`config.mk`:
```
export PLATFORM = sky130hd
export DESIGN_NAME = and_reduce_bist
export DESIGN_NICKNAME = d
export VERILOG_FILES = /design/src/rtl/and_bist_pkg.sv /design/src/rtl/and_bist_lane.sv /design/src/rtl/and_reduce_bist.sv
export SDC_FILE = /design/constraint.sdc
export NUM_CORES = 1
export LEC_CHECK = 0
export CORE_MARGIN = 10
export CORE_UTILIZATION = 56
export CTS_CLUSTER_DIAMETER = 40
export DETAILED_ROUTE_END_ITERATION = 10
export PLACE_DENSITY = 0.83
export SLEW_MARGIN = 20
export SYNTH_ARGS = -nofsm -noshare
export SYNTH_HDL_FRONTEND = slang
export SYNTH_SLANG_ARGS = --single-unit
```
`constraint.sdc`:
```
create_clock -name clk -period 7.85 [get_ports clk]
set_input_delay 1.1775 -clock clk [delete_from_list [all_inputs] [get_ports clk]]
set_output_delay 1.1775 -clock clk [all_outputs]
set_load 0.02 [all_outputs]
```
`src/rtl/and_bist_pkg.sv`:
```
// Shared types and the reference reduction function for the lane self-test.
package and_bist_pkg;

  typedef enum logic [1:0] {
    MODE_AND  = 2'd0,
    MODE_NAND = 2'd1,
    MODE_OR   = 2'd2,
    MODE_NOR  = 2'd3
  } mode_e;

  typedef enum logic [2:0] {
    S_IDLE   = 3'd0,
    S_APPLY  = 3'd1,
    S_SETTLE = 3'd2,
    S_CHECK  = 3'd3,
    S_DONE   = 3'd4
  } state_e;

  // Reference result for one vector. Callers pass the AND and OR reductions of
  // the vector, so the function does not depend on the lane width.
  function automatic logic golden(mode_e mode, logic all_set, logic any_set);
    logic r;
    case (mode)
      MODE_AND:  r = all_set;
      MODE_NAND: r = ~all_set;
      MODE_OR:   r = any_set;
      default:   r = ~any_set;
    endcase
    return r;
  endfunction

endpackage

```
`src/rtl/and_bist_lane.sv`:
```
// One gate lane: registered input vector, mode-selectable reduction, stuck-at-0 mux.
module and_bist_lane #(
  parameter int WIDTH = 6
) (
  input  logic             clk,
  input  logic             rst_n,
  input  logic             ena,
  input  logic             load,
  input  logic [WIDTH-1:0] vec,
  input  logic [1:0]       mode,
  input  logic             stuck,
  output logic             y
);

  logic [WIDTH-1:0] in_q;
  logic             red;

  // Capture the applied vector; frozen while ena is low.
  always_ff @(posedge clk or negedge rst_n) begin
    if (!rst_n)           in_q <= '0;
    else if (ena && load) in_q <= vec;
  end

  // Gate under test: mode[1] picks OR vs AND, mode[0] inverts; stuck forces 0.
  always_comb begin
    red = mode[1] ? (|in_q) : (&in_q);
    red = red ^ mode[0];
    y   = stuck ? 1'b0 : red;
  end

endmodule

```
`src/rtl/and_reduce_bist.sv`:
```
// Lane array plus exhaustive self-test engine: sweeps every vector, compares each
// lane with the reference, counts mismatches and captures the first failure.
module and_reduce_bist
  import and_bist_pkg::*;
#(
  parameter int WIDTH    = 6,
  parameter int CHANNELS = 12,
  parameter int SETTLE   = 2,
  parameter int CNT_W    = 8
) (
  input  logic                        clk,
  input  logic                        rst_n,
  input  logic                        ena,
  input  logic                        start,
  input  logic [1:0]                  mode,
  input  logic                        fault_en,
  input  logic [$clog2(CHANNELS)-1:0] fault_ch,
  output logic                        busy,
  output logic                        done,
  output logic                        pass,
  output logic [CNT_W-1:0]            err_cnt,
  output logic [$clog2(CHANNELS)-1:0] first_fail_ch,
  output logic [WIDTH-1:0]            first_fail_vec
);

  localparam int CH_W = $clog2(CHANNELS);
  localparam int SC_W = $clog2(SETTLE + 1);
  localparam int PC_W = $clog2(CHANNELS + 1);
  localparam int unsigned CNT_MAX = (1 << CNT_W) - 1;
  localparam logic [WIDTH-1:0] VEC_LAST = '1;
  localparam logic [SC_W-1:0]  SC_LAST  = SC_W'(SETTLE - 1);

  state_e            state, state_next;
  logic [WIDTH-1:0]  vec;
  logic [SC_W-1:0]   settle_cnt;
  mode_e             mode_q;
  logic              fault_en_q;
  logic [CH_W-1:0]   fault_ch_q;

  logic [CHANNELS-1:0] lane_y, stuck, mism;
  logic                gold;
  logic [PC_W-1:0]     pc;
  logic [CH_W-1:0]     low_idx;
  logic [CNT_W-1:0]    err_next;
  int unsigned         sum;

  // Lane array: all lanes load the current vector while the engine is in APPLY.
  for (genvar i = 0; i < CHANNELS; i++) begin : g_lane
    assign stuck[i] = fault_en_q && (fault_ch_q == CH_W'(i));
    and_bist_lane #(.WIDTH(WIDTH)) u_lane (
      .clk   (clk),
      .rst_n (rst_n),
      .ena   (ena),
      .load  (state == S_APPLY),
      .vec   (vec),
      .mode  (mode_q),
      .stuck (stuck[i]),
      .y     (lane_y[i])
    );
  end

  // Compare, popcount, saturating add and lowest failing lane.
  always_comb begin
    gold    = golden(mode_q, &vec, |vec);
    mism    = lane_y ^ {CHANNELS{gold}};
    pc      = '0;
    low_idx = '0;
    for (int i = 0; i < CHANNELS; i++) pc = pc + PC_W'(mism[i]);
    for (int i = CHANNELS - 1; i >= 0; i--) if (mism[i]) low_idx = CH_W'(i);
    sum      = 32'(err_cnt) + 32'(pc);
    err_next = (sum > CNT_MAX) ? '1 : CNT_W'(sum);
  end

  // State register; ena low freezes the sequence.
  always_ff @(posedge clk or negedge rst_n) begin
    if (!rst_n)   state <= S_IDLE;
    else if (ena) state <= state_next;
  end

  // Next-state logic.
  always_comb begin
    state_next = state;
    case (state)
      S_IDLE:   if (start) state_next = S_APPLY;
      S_APPLY:  state_next = S_SETTLE;
      S_SETTLE: if (settle_cnt == SC_LAST) state_next = S_CHECK;
      S_CHECK:  state_next = (vec == VEC_LAST) ? S_DONE : S_APPLY;
      S_DONE:   state_next = S_IDLE;
      default:  state_next = S_IDLE;
    endcase
  end

  // Datapath: run config latch, counters, result capture. done is cleared on
  // every enabled edge except the DONE one, so a stall stretches the pulse.
  always_ff @(posedge clk or negedge rst_n) begin
    if (!rst_n) begin
      vec            <= '0;
      settle_cnt     <= '0;
      mode_q         <= MODE_AND;
      fault_en_q     <= 1'b0;
      fault_ch_q     <= '0;
      busy           <= 1'b0;
      done           <= 1'b0;
      pass           <= 1'b0;
      err_cnt        <= '0;
      first_fail_ch  <= '0;
      first_fail_vec <= '0;
    end else if (ena) begin
      done <= 1'b0;
      case (state)
        S_IDLE: if (start) begin
          mode_q         <= mode_e'(mode);
          fault_en_q     <= fault_en;
          fault_ch_q     <= fault_ch;
          err_cnt        <= '0;
          pass           <= 1'b0;
          first_fail_ch  <= '0;
          first_fail_vec <= '0;
          busy           <= 1'b1;
          vec            <= '0;
        end
        S_APPLY:  settle_cnt <= '0;
        S_SETTLE: settle_cnt <= settle_cnt + 1'b1;
        S_CHECK: begin
          err_cnt <= err_next;
          // err_cnt never returns to zero within a run, so zero means no
          // earlier failing check.
          if (err_cnt == '0 && |mism) begin
            first_fail_ch  <= low_idx;
            first_fail_vec <= vec;
          end
          if (vec != VEC_LAST) vec <= vec + 1'b1;
        end
        S_DONE: begin
          done <= 1'b1;
          busy <= 1'b0;
          pass <= (err_cnt == '0);
        end
        default: ;
      endcase
    end
  end

endmodule
```
# Word-level counts from Yosys, hierarchy flattened
# Index checks and enable logic that the tools add are counted.
# op_classes
order_cmp	1
reduce_logical	33
addsub	14
mux	47
n_bitwise	4
n_eq_ne	24
# ops
operator	n
two-way mux 4 bit	14
adder 4 x 1 -> 4 bit	8
case mux 6 bit (2 select lines)	2
two-way mux 6 bit	3
== test 4 x 3 -> 1 bit, second input constant	4
== test 4 bit, second input constant	4
two-way mux 1 bit	16
two-way mux 8 bit	2
case mux 8 bit (2 select lines)	1
logical AND 1 bit	14
case mux 3 bit (4 select lines)	1
AND reduction 3 bit	4
AND reduction 6 bit	2
OR reduction 12 bit	1
OR reduction 6 bit	2
bitwise XOR 12 bit	1
adder 8 x 4 -> 9 bit	1
greater-than comparator 9 x 8 -> 1 bit, second input constant	1
two-way mux 3 bit	3
== test 4 x 2 -> 1 bit, second input constant	2
logical NOT 8 bit	1
!= test 2 bit, second input constant	4
case mux 4 bit (2 select lines)	1
AND reduction 4 bit	2
23 further kinds	29
# word_totals
reg_bits	45
in_bits	11
wordCells	136

# Depth between registers and ports, before layout
# logic_depth
ltp_word	20
ltp_mapped	22
mapped_depth_nobuf	21

# Modules after synthesis
# A second synthesis with hierarchy kept.
# unflattened
cells_unflattened	620
area_unflattened_um2	6394.9
# modules_own_cells
mod	instances	area_per_inst_um2	cells_per_inst
and_bist_lane	12	304.0	25
and_reduce_bist	1	2746.4	320

# Worst setup path before layout
# Ideal clock, no wire load.
# synth_path
path_kind	reg-to-reg
startpoint	register vec[0]
endpoint	register err_cnt[5]
slack_ns	1.740
required_time_ns	7.701
path_stages_with_launch	23
path_buffers	1
synth_period_minus_slack_ns	6.110
arrival_time_ns	5.962
cell_sequence	dfrtp_1 > inv_1 > ha_1 > or4b_1 > or3_4 > o2111ai_4 > buf_2 > xnor2_1 > fa_1 > inv_1 > fa_1 > inv_1 > fa_1 > fa_1 > inv_1 > fa_1 > fa_1 > a21oi_1 > o21bai_1 > a21oi_1 > nor2_1 > nor2_1 > a311oi_1
# synth_between
elab_chain_len	19
elab_cells_between_ends	21
classes_between	12 x add/sub; 1 x order compare; 3 x mux; 3 x bitwise; 2 x reduce/logical
# synth_rtl
item	line	text
start, declared	and_reduce_bist.sv:34	logic [WIDTH-1:0] vec;
start signal, assigned	and_reduce_bist.sv:132	if (vec != VEC_LAST) vec <= vec + 1'b1;
OR reduction 6 bit / AND reduction 6 bit (equally long branches)	and_reduce_bist.sv:64	gold = golden(mode_q, &vec, |vec);
NOT 1 bit, on equally long branches	and_bist_pkg.sv:27, and_bist_pkg.sv:25	
case mux 1 bit (3 select lines) (*)	and_bist_pkg.sv:23	case (mode)
bitwise XOR 12 bit (*)	and_reduce_bist.sv:65	mism = lane_y ^ {CHANNELS{gold}};
adder 1 x 1 -> 2 bit	and_reduce_bist.sv:68	for (int i = 0; i < CHANNELS; i++) pc = pc + PC_W'(mism[i]);
adder 2 x 1 -> 3 bit	and_reduce_bist.sv:68	
adder 3 x 1 -> 4 bit	and_reduce_bist.sv:68	
adder 4 x 1 -> 4 bit (7 in series)	and_reduce_bist.sv:68	
adder 4 x 1 -> 4 bit (*)	and_reduce_bist.sv:68	
adder 8 x 4 -> 9 bit (*)	and_reduce_bist.sv:70	sum = 32'(err_cnt) + 32'(pc);
greater-than comparator 9 x 8 -> 1 bit	and_reduce_bist.sv:71	err_next = (sum > CNT_MAX) ? '1 : CNT_W'(sum);
two-way mux 8 bit (*)	and_reduce_bist.sv:71	
case mux 8 bit (2 select lines) (*)	and_reduce_bist.sv:110	case (state)
end signal, assigned	and_reduce_bist.sv:125	err_cnt <= err_next;
end, declared	and_reduce_bist.sv:21	output logic [CNT_W-1:0] err_cnt,
# Mark *: on every way between the ends. The rest lies on a longest branch, timed or not.
# A chain may end at the register's enable or synchronous reset.

# Worst setup path after layout
# layout_path
startpoint	register vec[1]
endpoint	register err_cnt[5]
# The elaborated chain is that of the path after synthesis.

==> flow_metrics.tcl <==
set metrics [dict create \
    die_h_um 91.22 \
    antenna_found_initial 0 \
    synth_cells 303 \
    clk_pin_slew_worst_paths_ns 0.09 \
    yosysSeqAreaShare 0.3965 \
    fin_crit_ns 6.340 \
    first_pass_iters 4 \
    async_flop_share 1.000 \
    placed_cells_incl_taps 390 \
    synth_most_common_cell "dfrtp_1" \
    synth_commonest_cells "45 x dfrtp_1, 43 x nand2_1, 25 x a21oi_1, 23 x nor2_1, 22 x inv_1" \
    globalplace.congestion 0.8858 \
    final_cells 398 \
    hp-class "reg -> reg" \
    tightest_slew_ns 0.9978 \
    diodes 0 \
    core.rowCount 25 \
    dp_hpwl_um 4417 \
    ctsResizeCount 0 \
    yosys.area.top_type "dfrtp_1" \
    ys_warn_count 0 \
    final_antenna_net_count 0 \
    outcome "completed" \
    worstSkewPairLatency_ns 0.30 \
    nets 361 \
    portBuffers 31 \
    grt_pass1_vias 2209 \
    post-route-drc-count 0 \
    vias_per_cell 5.611 \
    ys_types 51 \
    maxCapViolCount 0 \
    vias 2233 \
    syn-mean-instance-area_um2 9.374 \
    start_util 0.5896 \
    report.final.slew_viol_count 0 \
    critPathMaxFanout 19 \
    root_buffer "clkbuf_8" \
    multi_input_area_mm2 0.001599 \
    cts_buffers 5 \
    htree_num_levels 2 \
    setup_tns_ns 0 \
    grt_usage 0.1480 \
    drtIter0Drc 146 \
    wl_um 6016 \
    die_width_um 91.22 \
    ys_ff_latch 45 \
    seq_area_mm2 0.001126 \
    worstSetupPathType "reg -> reg" \
    synth.top_cell.area_share 0.3965 \
    core_area_mm2 0.004817 \
    finalCritPeriodShare 0.8077 \
    slowest_stage "fa_1" \
    synth_edf_count 0 \
    relSlewSlack 0.3348 \
    synth_area_leaders "dfrtp_1 40%, nand2_1 5.7%, fa_1 5.6%" \
    io_pins 32 \
    path_common_cell "fa_1" \
    finClkSkew_ns 0.01471 \
    hold_viol 0 \
    grt_pass1_wl_um 10450 \
    cts-hold-fix-buffers 0 \
    dieArea_mm2 0.008320 \
    clockBufferDepth 2 \
    endpoint_kind "flip-flop" \
    arrival_ns 6.49 \
    rsz0062_at_grt "false" \
    post_cts_buffers 0 \
    drive_above_1_share 0.06949 \
    filler_cell_count 413 \
    cts_tree "built" \
    cp-start-kind "flip-flop" \
    slowest_delay_ns 0.54 \
    overflow 0 \
    max_freq_mhz 157.7 \
    worstPathRequired_ns 8.00 \
    worstPathCellList "inv_1 > ha_1 > or4b_1 > or3_4 > o2111ai_4 > xnor2_1 > fa_1 > inv_1 > fa_1 > inv_1 > fa_1 > fa_1 > inv_1 > fa_1 > fa_1 > a21oi_1 > o21bai_1 > a21oi_1 > nor2_1 > nor2_1 > a311oi_1" \
    areaGrowthSynthToFinish_pct 16.61 \
    synthFlopType "dfrtp_1" \
    grt_max_degree 46 \
    synth_fp_nets 334 \
    finalSetupViolations 0 \
    clock-sinks 45 \
    wire_per_inst_um 15.12 \
    netlist_area_mm2 0.002840 \
]
==> worst max-delay path, delay by kind of cell, from the launching register on <==
kind,cells,cell delay [ns]
buffers and inverters,4,0.25
and+or+nand+nor,4,1.16
DFF,1,0.45
adders and majority gates,7,3.11
xor gates and xnor gates,1,0.20
AOI/OAI and AO/OA,5,1.02
==> kinds of logic after synthesis <==
group	Yosys count	share of synthesized area
fa+ha+maj	20	0.1092
mux	18	0.06608
buf+inv	33	0.04669
flops	45	0.3965
compound gates	58	0.1335
xor+xnor	18	0.05551
simple gates	111	0.1925
==> stage by stage <==
step / worst slack (ns) / util / hold slack [ns] / instance area, um^2
after detailed placement: 1.378 / 0.6613 / 0.5021 / 3186
after global placement: 1.522 / 0.6613 / 0.4866 / 3186
final: 1.510 / 0.6875 / 0.5212 / 3312
after CTS: 1.350 / 0.6852 / 0.5269 / 3301
after global routing: 1.148 / 0.6875 / 0.5492 / 3312
after floorplan: 1.740 / - / 0.4778 / 2840
==> registers in the layout, indices dropped and copies added, names as in the netlist <==
name,count
done,1
err_cnt,8
settle_cnt,2
vec,6
fault_ch_q,4
first_fail_ch,4
state,3
pass,1
mode_q,2
g_lane.u_lane.in_q,6
first_fail_vec,6
fault_en_q,1
busy,1
==> layout by cell type (no fill, tap or decap), types with 2 or more instances in the layout <==
| master | netlist | final |
|---|---|---|
| a31oi_1 | 3 | 3 |
| nor4_1 | 4 | 3 |
| mux2_2 | 6 | 6 |
| dfrtp_1 | 45 | 45 |
| a21o_1 | 3 | 3 |
| ha_1 | 12 | 12 |
| nor2_1 | 23 | 23 |
| fa_1 | 8 | 8 |
| nor3_1 | 7 | 7 |
| o21ai_0 | 9 | 9 |
| and3_1 | 2 | 2 |
| a21boi_0 | 2 | 2 |
| nand2b_1 | 3 | 3 |
| inv_1 | 22 | 22 |
| nor2b_2 | 1 | 2 |
| mux2i_1 | 12 | 12 |
| clkbuf_8 | 0 | 5 |
| and4_1 | 2 | 2 |
| nand2_1 | 43 | 43 |
| clkdlybuf4s50_1 | 0 | 30 |
| o2bb2ai_1 | 2 | 2 |
| o21bai_1 | 3 | 3 |
| nand4_1 | 3 | 3 |
| a21oi_1 | 25 | 25 |
| nand3_1 | 7 | 7 |
| xor2_1 | 3 | 3 |
| o22ai_1 | 2 | 2 |
| nor2b_1 | 4 | 3 |
| xnor2_1 | 15 | 15 |
==> final cells by class <==
| cell class | count | area share |
|---|---|---|
| clock buffers | 5 | 0.02078 |
| clock inverters | 3 | 0.01398 |
| inverters | 22 | 0.02493 |
| multi-input cells | 225 | 0.4828 |
| flip-flops and latches | 45 | 0.3400 |
| well taps | 67 | 0.02531 |
| repair buffers | 31 | 0.09218 |
==> final timing paths <==
path	from	endpoint	slack [ns]	depth (start not counted)
worst max register to register	vec[1]	err_cnt[5]	1.51	21
worst min register to register	busy	busy	0.52	1
worst min-delay path	busy	busy	0.52	1
max in group asynchronous	rst_n	fault_ch_q[2]	6.22	1
min in group asynchronous	rst_n	settle_cnt[1]	1.01	1
worst max-delay path	vec[1]	err_cnt[5]	1.51	21
==> routing by layer <==
metal  vias to the layer above  GRT usage  share of wire
met4                         0    0.04178         0.0073
li1                       1101          -              -
met3                         6    0.05350          0.076
met1                      1063     0.1900           0.46
met5                         -          0              0
met2                        63     0.2291           0.46
Power is left out: the tool's default activity adds up to more than one toggle a clock period on the data nets, which glitch-free logic cannot reach.
